`config.mk`:
```
export PLATFORM = sky130hd
export DESIGN_NAME = xcfi_check_trigger
export DESIGN_NICKNAME = d
export VERILOG_FILES = /design/src/rtl/xcfi_pkg.sv /design/src/rtl/xcfi_trace_reg.sv /design/src/rtl/xcfi_check_trigger.sv
export SDC_FILE = /design/constraint.sdc
export NUM_CORES = 1
export LEC_CHECK = 0
export BUFFER_PORTS_ARGS = -buffer_cell sky130_fd_sc_hd__buf_2
export CAP_MARGIN = 20
export CORE_AREA = 5 5 275 277
export DETAILED_ROUTE_END_ITERATION = 8
export DIE_AREA = 0 0 280 282
export PLACE_DENSITY_LB_ADDON = 0.12
export SYNTH_ARGS = -nofsm -noshare
export SYNTH_HDL_FRONTEND = slang
export SYNTH_SLANG_ARGS = --single-unit
```
`constraint.sdc`:
```
create_clock -name g_clk -period 3.1 [get_ports g_clk]
set_clock_uncertainty 0.2 [all_clocks]
set_input_delay 0.31 -clock g_clk [delete_from_list [all_inputs] [get_ports g_clk]]
set_output_delay 0.31 -clock g_clk [all_outputs]
set_load 0.02 [all_outputs]
```
`src/rtl/xcfi_pkg.sv`:
```
// Shared types for the XCFI check trigger: FSM states, trace packet
// layout and default trigger depth.
package xcfi_pkg;

  localparam int XCFI_XLEN        = 32;
  localparam int XCFI_ILEN        = 32;
  localparam int XCFI_CHECK_DEPTH = 15;

  typedef enum logic [1:0] {
    COUNT,
    FIRE,
    DONE,
    HALT
  } trig_state_e;

  typedef struct packed {
    logic                   valid;
    logic [XCFI_ILEN-1:0]   insn;
    logic                   trap;
    logic                   halt;
    logic                   intr;
    logic [4:0]             rs1_addr;
    logic [4:0]             rs2_addr;
    logic [4:0]             rs3_addr;
    logic [XCFI_XLEN-1:0]   rs1_rdata;
    logic [XCFI_XLEN-1:0]   rs2_rdata;
    logic [XCFI_XLEN-1:0]   rs3_rdata;
    logic [4:0]             rd_addr;
    logic [XCFI_XLEN-1:0]   rd_wdata;
    logic [XCFI_XLEN-1:0]   pc_rdata;
    logic [XCFI_XLEN-1:0]   pc_wdata;
    logic [XCFI_XLEN-1:0]   mem_addr;
    logic [XCFI_XLEN/8-1:0] mem_rmask;
    logic [XCFI_XLEN/8-1:0] mem_wmask;
    logic [XCFI_XLEN-1:0]   mem_rdata;
    logic [XCFI_XLEN-1:0]   mem_wdata;
  } trace_t;

endpackage

```
`src/rtl/xcfi_trace_reg.sv`:
```
// One-stage pipeline register for the XCFI trace packet,
// asynchronously cleared to all-zero.
module xcfi_trace_reg
  import xcfi_pkg::*;
(
  input  logic   g_clk,
  input  logic   g_resetn,
  input  trace_t d,
  output trace_t q
);

  always_ff @(posedge g_clk or negedge g_resetn) begin
    if (!g_resetn) q <= '0;
    else           q <= d;
  end

endmodule

```
`src/rtl/xcfi_check_trigger.sv`:
```
// Registers the XCFI trace and strobes `check` on the CHECK_DEPTH-th
// counted retirement. XCFI_TRIGGER_SKIP_TRAP_EN: trapping retirements do not count.
module xcfi_check_trigger
  import xcfi_pkg::*;
#(
  parameter int XLEN        = 32,
  parameter int ILEN        = 32,
  parameter int NRET        = 1,
  parameter int CHECK_DEPTH = XCFI_CHECK_DEPTH,
  parameter int CNT_W       = 5
) (
  input  logic                   g_clk,
  input  logic                   g_resetn,
  input  logic [NRET-1:0]        rvfi_valid,
  input  logic [NRET*ILEN-1:0]   rvfi_insn,
  input  logic [NRET-1:0]        rvfi_trap,
  input  logic [NRET-1:0]        rvfi_halt,
  input  logic [NRET-1:0]        rvfi_intr,
  input  logic [NRET*5-1:0]      rvfi_rs1_addr,
  input  logic [NRET*5-1:0]      rvfi_rs2_addr,
  input  logic [NRET*5-1:0]      rvfi_rs3_addr,
  input  logic [NRET*XLEN-1:0]   rvfi_rs1_rdata,
  input  logic [NRET*XLEN-1:0]   rvfi_rs2_rdata,
  input  logic [NRET*XLEN-1:0]   rvfi_rs3_rdata,
  input  logic [NRET*5-1:0]      rvfi_rd_addr,
  input  logic [NRET*XLEN-1:0]   rvfi_rd_wdata,
  input  logic [NRET*XLEN-1:0]   rvfi_pc_rdata,
  input  logic [NRET*XLEN-1:0]   rvfi_pc_wdata,
  input  logic [NRET*XLEN-1:0]   rvfi_mem_addr,
  input  logic [NRET*XLEN/8-1:0] rvfi_mem_rmask,
  input  logic [NRET*XLEN/8-1:0] rvfi_mem_wmask,
  input  logic [NRET*XLEN-1:0]   rvfi_mem_rdata,
  input  logic [NRET*XLEN-1:0]   rvfi_mem_wdata,
  output logic [NRET-1:0]        xc_rvfi_valid,
  output logic [NRET*ILEN-1:0]   xc_rvfi_insn,
  output logic [NRET-1:0]        xc_rvfi_trap,
  output logic [NRET-1:0]        xc_rvfi_halt,
  output logic [NRET-1:0]        xc_rvfi_intr,
  output logic [NRET*5-1:0]      xc_rvfi_rs1_addr,
  output logic [NRET*5-1:0]      xc_rvfi_rs2_addr,
  output logic [NRET*5-1:0]      xc_rvfi_rs3_addr,
  output logic [NRET*XLEN-1:0]   xc_rvfi_rs1_rdata,
  output logic [NRET*XLEN-1:0]   xc_rvfi_rs2_rdata,
  output logic [NRET*XLEN-1:0]   xc_rvfi_rs3_rdata,
  output logic [NRET*5-1:0]      xc_rvfi_rd_addr,
  output logic [NRET*XLEN-1:0]   xc_rvfi_rd_wdata,
  output logic [NRET*XLEN-1:0]   xc_rvfi_pc_rdata,
  output logic [NRET*XLEN-1:0]   xc_rvfi_pc_wdata,
  output logic [NRET*XLEN-1:0]   xc_rvfi_mem_addr,
  output logic [NRET*XLEN/8-1:0] xc_rvfi_mem_rmask,
  output logic [NRET*XLEN/8-1:0] xc_rvfi_mem_wmask,
  output logic [NRET*XLEN-1:0]   xc_rvfi_mem_rdata,
  output logic [NRET*XLEN-1:0]   xc_rvfi_mem_wdata,
  output logic                   check,
  output logic [CNT_W-1:0]       retire_count,
  output logic                   done,
  output logic                   halted_early
);

  if (NRET != 1) begin : g_bad_nret
    $error("xcfi_check_trigger: only NRET=1 is supported");
  end
  if (XLEN != XCFI_XLEN || ILEN != XCFI_ILEN) begin : g_bad_width
    $error("xcfi_check_trigger: XLEN/ILEN must match xcfi_pkg");
  end
  if (CHECK_DEPTH < 1 || CHECK_DEPTH > (1 << CNT_W) - 1) begin : g_bad_depth
    $error("xcfi_check_trigger: CHECK_DEPTH out of range for CNT_W");
  end

  localparam logic [CNT_W-1:0] CNT_LAST = CNT_W'(CHECK_DEPTH - 1);
  localparam logic [CNT_W-1:0] CNT_FULL = CNT_W'(CHECK_DEPTH);

  trace_t trc_d;
  trace_t trc_q;

  assign trc_d.valid     = rvfi_valid;
  assign trc_d.insn      = rvfi_insn;
  assign trc_d.trap      = rvfi_trap;
  assign trc_d.halt      = rvfi_halt;
  assign trc_d.intr      = rvfi_intr;
  assign trc_d.rs1_addr  = rvfi_rs1_addr;
  assign trc_d.rs2_addr  = rvfi_rs2_addr;
  assign trc_d.rs3_addr  = rvfi_rs3_addr;
  assign trc_d.rs1_rdata = rvfi_rs1_rdata;
  assign trc_d.rs2_rdata = rvfi_rs2_rdata;
  assign trc_d.rs3_rdata = rvfi_rs3_rdata;
  assign trc_d.rd_addr   = rvfi_rd_addr;
  assign trc_d.rd_wdata  = rvfi_rd_wdata;
  assign trc_d.pc_rdata  = rvfi_pc_rdata;
  assign trc_d.pc_wdata  = rvfi_pc_wdata;
  assign trc_d.mem_addr  = rvfi_mem_addr;
  assign trc_d.mem_rmask = rvfi_mem_rmask;
  assign trc_d.mem_wmask = rvfi_mem_wmask;
  assign trc_d.mem_rdata = rvfi_mem_rdata;
  assign trc_d.mem_wdata = rvfi_mem_wdata;

  xcfi_trace_reg u_trace_reg (
    .g_clk    (g_clk),
    .g_resetn (g_resetn),
    .d        (trc_d),
    .q        (trc_q)
  );

  assign xc_rvfi_valid     = trc_q.valid;
  assign xc_rvfi_insn      = trc_q.insn;
  assign xc_rvfi_trap      = trc_q.trap;
  assign xc_rvfi_halt      = trc_q.halt;
  assign xc_rvfi_intr      = trc_q.intr;
  assign xc_rvfi_rs1_addr  = trc_q.rs1_addr;
  assign xc_rvfi_rs2_addr  = trc_q.rs2_addr;
  assign xc_rvfi_rs3_addr  = trc_q.rs3_addr;
  assign xc_rvfi_rs1_rdata = trc_q.rs1_rdata;
  assign xc_rvfi_rs2_rdata = trc_q.rs2_rdata;
  assign xc_rvfi_rs3_rdata = trc_q.rs3_rdata;
  assign xc_rvfi_rd_addr   = trc_q.rd_addr;
  assign xc_rvfi_rd_wdata  = trc_q.rd_wdata;
  assign xc_rvfi_pc_rdata  = trc_q.pc_rdata;
  assign xc_rvfi_pc_wdata  = trc_q.pc_wdata;
  assign xc_rvfi_mem_addr  = trc_q.mem_addr;
  assign xc_rvfi_mem_rmask = trc_q.mem_rmask;
  assign xc_rvfi_mem_wmask = trc_q.mem_wmask;
  assign xc_rvfi_mem_rdata = trc_q.mem_rdata;
  assign xc_rvfi_mem_wdata = trc_q.mem_wdata;

  logic counted;
  logic target;
  logic halt_hit;

`ifdef XCFI_TRIGGER_SKIP_TRAP_EN
  assign counted = rvfi_valid[0] & ~rvfi_trap[0];
`else
  assign counted = rvfi_valid[0];
`endif

  // A halting target still fires; only a non-target halt aborts.
  assign target   = counted & (retire_count == CNT_LAST);
  assign halt_hit = rvfi_valid[0] & rvfi_halt[0] & ~target;

  trig_state_e            state_q;
  trig_state_e            state_d;
  logic [CNT_W-1:0]       cnt_d;

  always_ff @(posedge g_clk or negedge g_resetn) begin
    if (!g_resetn) begin
      state_q      <= COUNT;
      retire_count <= '0;
    end else begin
      state_q      <= state_d;
      retire_count <= cnt_d;
    end
  end

  always_comb begin
    state_d = state_q;
    cnt_d   = retire_count;
    unique case (state_q)
      COUNT: begin
        if (target) begin
          state_d = FIRE;
          cnt_d   = CNT_FULL;
        end else if (halt_hit) begin
          state_d = HALT;
        end else if (counted) begin
          cnt_d   = retire_count + CNT_W'(1);
        end
      end
      FIRE:    state_d = DONE;
      DONE:    state_d = DONE;
      HALT:    state_d = HALT;
      default: state_d = COUNT;
    endcase
  end

  assign check        = (state_q == FIRE);
  assign done         = (state_q == DONE);
  assign halted_early = (state_q == HALT);

endmodule

```
==> metrics.txt <==
final hold violation count 0; PortBufs 713; Starting Density 0.1276; most frequent cells in the layout buf_2, dfrtp_1, dlygate4sd3_1; Reg clk slew, reported paths 0.06 ns; post-CTS resize count 0; Unique masters post-synth 19; Cell Pwr Density around 600 nW/um^2; DR pass1 iterations 4; clock root cell clkbuf_16; cells after synthesis approximately 400; Worst EP arrival 1.40 ns; CTS Sinks ~360; Placed Instance Area between 10000 and 15000 um^2; Final Total Pwr ~11 mW; HPWL Detailed between 30000 and 40000 um; Final Slew Violations 0; vias in the first global route 8945; nets 1874; RSZ-0062 raised after global routing false; share of the clock period used by the worst path after layout 0.6174; Pint a little under 9 mW; die width between 200 and 300 um; Top delay family on crit path flip-flops; synthesized cell area roughly 9300 um^2; num ports a little over 700; area of the die ~80000 um^2; DR vias 7635; Max-Cap Viols 0; height of the die 282 um; Final GP Congestion a little under 0.8; Seq/Total Area, Yosys 0.9697; share of cells above drive strength 1 0.5126; YS warnings 0; Setup Crit Path Kind reg2out; GR Util All Layers 0.09682; Fmax roughly 520 MHz; min-delay worst type in2async; CP max FO 4; H-tree levels 2; vias per cell 3.045; Min Clock Period, post-route 1.914 ns; Clk Latency, worst-skew pair 0.55 ns; initial DRC count approximately 140; Seq cells post-synth between 300 and 400; TritonCTS clock tree yes; fill cell count about 7700; Slew headroom 0.6521; Mapped Avg Cell Area around 24 um^2; Synth Net Count 754; GRT overflow 0; status finished, final reports clean; initial antenna violation count 4; Worst-Margin Slew about 0.52 ns; residual DRC count 0; critical path cell sequence inv_1, ha_1, buf_2; P_leak between 9 and 10 nW; Seq pwr share 0.435; first-pass GRT wire length 57390 um; P&R area growth vs syn 106.6%; Core Region around 73000 um^2; Crit-path slowest cell dfrtp_1; power share of the combinational group 0.115; Worst setup EP type output port; total wire length a little over 40000 um; cts bufs inserted 44; antenna-violating nets left 0; final setup TNS 0 ns; required time worst endpoint between 2 and 3 ns; maximum clock path buffer count 3; fin area between 15000 and 20000 um^2; Cell Rows 99; peak supply drop roughly 0.48 mV; pin count of the biggest net entering global routing between 80 and 90; Bufs and invs on worst path 2; per-cell routed wire length 16.20 um; Setup Viol. Count Final 0; Setup crit start kind register; Crit path largest cell delay 0.39 ns; commonest non-fill, non-tap cell in the layout buf_2; switching part of the total power 0.2437; Clock power frac 0.450; switching pwr between 2 and 3 mW
synth_stat cells:
library cell,number,share of area
dfrtp_1,359,0.97
ha_1,7,0.0095
inv_1,4,0.0016
nand2_1,4,0.0016
a21oi_1,3,0.0016
mux2i_1,2,0.0022
o211ai_1,2,0.0016
a2bb2oi_1,1,0.00095
and4b_1,1,0.0011
and4b_4,1,0.0015
mux2_1,1,0.0012
mux2_4,1,0.0016
nand3_1,1,0.00054
nand3_2,1,0.0011
nand3b_1,1,0.00081
nand4b_1,1,0.00095
nor2_1,1,0.00040
o2111a_1,1,0.0012
o21a_1,1,0.00081
path summary, 6_finish.rpt:
kind,start,end,cells past startpoint,slack (ns)
worst max register to register,state_q[0]$_DFFE_PN0P_,retire_count[4]$_DFFE_PN0P_,5,1.34
min in group g_clk,rvfi_mem_rdata[8],u_trace_reg.q[40]$_DFF_PN0_,2,0.19
worst min register to register,retire_count[4]$_DFFE_PN0P_,retire_count[4]$_DFFE_PN0P_,1,0.38
worst max-delay path,state_q[0]$_DFFE_PN0P_,done,3,1.19
max in group asynchronous,g_resetn,u_trace_reg.q[293]$_DFF_PN0_,3,1.75
worst min-delay path,g_resetn,u_trace_reg.q[136]$_DFF_PN0_,2,0.09
routing by layer:
| layer | up-vias | routed length [um] | global-route usage |
|---|---|---|---|
| met1 | 3669 | 13520 | 0.09856 |
| met5 | - | 13 | 0 |
| met2 | 388 | 22020 | 0.1793 |
| met4 | 2 | 1322 | 0.03583 |
| li1 | 3493 | - | - |
| met3 | 83 | 3743 | 0.03801 |
sequential cells by signal, indices dropped and copies added, names as in the netlist:
signal	cells
u_trace_reg.q	352
state_q	2
retire_count	5
layout make-up:
cell class / count / area [um^2] / area share
clock inverter: 16 / 172.7 / 0.009022
antenna: 1 / 2.502 / 0.0001308
sequential: 359 / 8984 / 0.4694
timing repair buffer: 1074 / 7222 / 0.3774
clock buffer: 64 / 1277 / 0.06675
multi-input combinational: 30 / 265.3 / 0.01386
inverter: 4 / 15.01 / 0.0007845
tap: 959 / 1200 / 0.06270
worst register-to-register path: cells and delay by family (launching register included):
| family | cells | cell delay (ns) |
|---|---|---|
| DFF | 1 | 0.39 |
| muxes | 1 | 0.30 |
| adders and majority gates | 1 | 0.25 |
| and+or+nand+nor | 2 | 0.36 |
| buffers and inverters | 1 | 0.13 |
power groups by stage:
stage               combinational [mW]  clock, mW  sequential, mW
floorplan                      0.00206          0            5.38
global placement                 0.983          0            5.06
detailed placement               0.977          0            5.06
CTS                               1.35       5.42            4.98
global route                      1.42       5.58            5.00
finish                            1.31       5.15            4.98
through the flow:
stage / hold slack [ns] / instances / utilization / setup slack, ns
6_report: 0.08894 / 2507 / 0.2637 / 1.186
5_1_grt: 0.1118 / 2506 / 0.2636 / 1.085
4_1_cts: 0.07468 / 2506 / 0.2636 / 1.106
3_5_place_dp: 0.1158 / 2073 / 0.1950 / 1.349
3_3_place_gp: 0.1102 / 2073 / 0.1950 / 1.358
2_1_floorplan: -0.1856 / 393 / - / 1.456
repair_timing:
action,4_1_cts,5_1_grt
hold endpoints to repair,555,0
hold buffers,353,0
setup buffers,0,0
cells by family (layout without fill, tap and decap cells):
| group | count (synthesis) | count (layout) | share of synthesized area |
|---|---|---|---|
| DFF | 359 | 359 | 0.9697 |
| other | 0 | 1 | 0 |
| buffers and inverters | 4 | 1158 | 0.001620 |
| AOI/OAI and AO/OA | 8 | 8 | 0.006212 |
| muxes | 4 | 4 | 0.004997 |
| adders and majority gates | 7 | 7 | 0.009454 |
| and+or+nand+nor | 11 | 11 | 0.007967 |
Note: power is estimated with default switching activity, not from simulation.
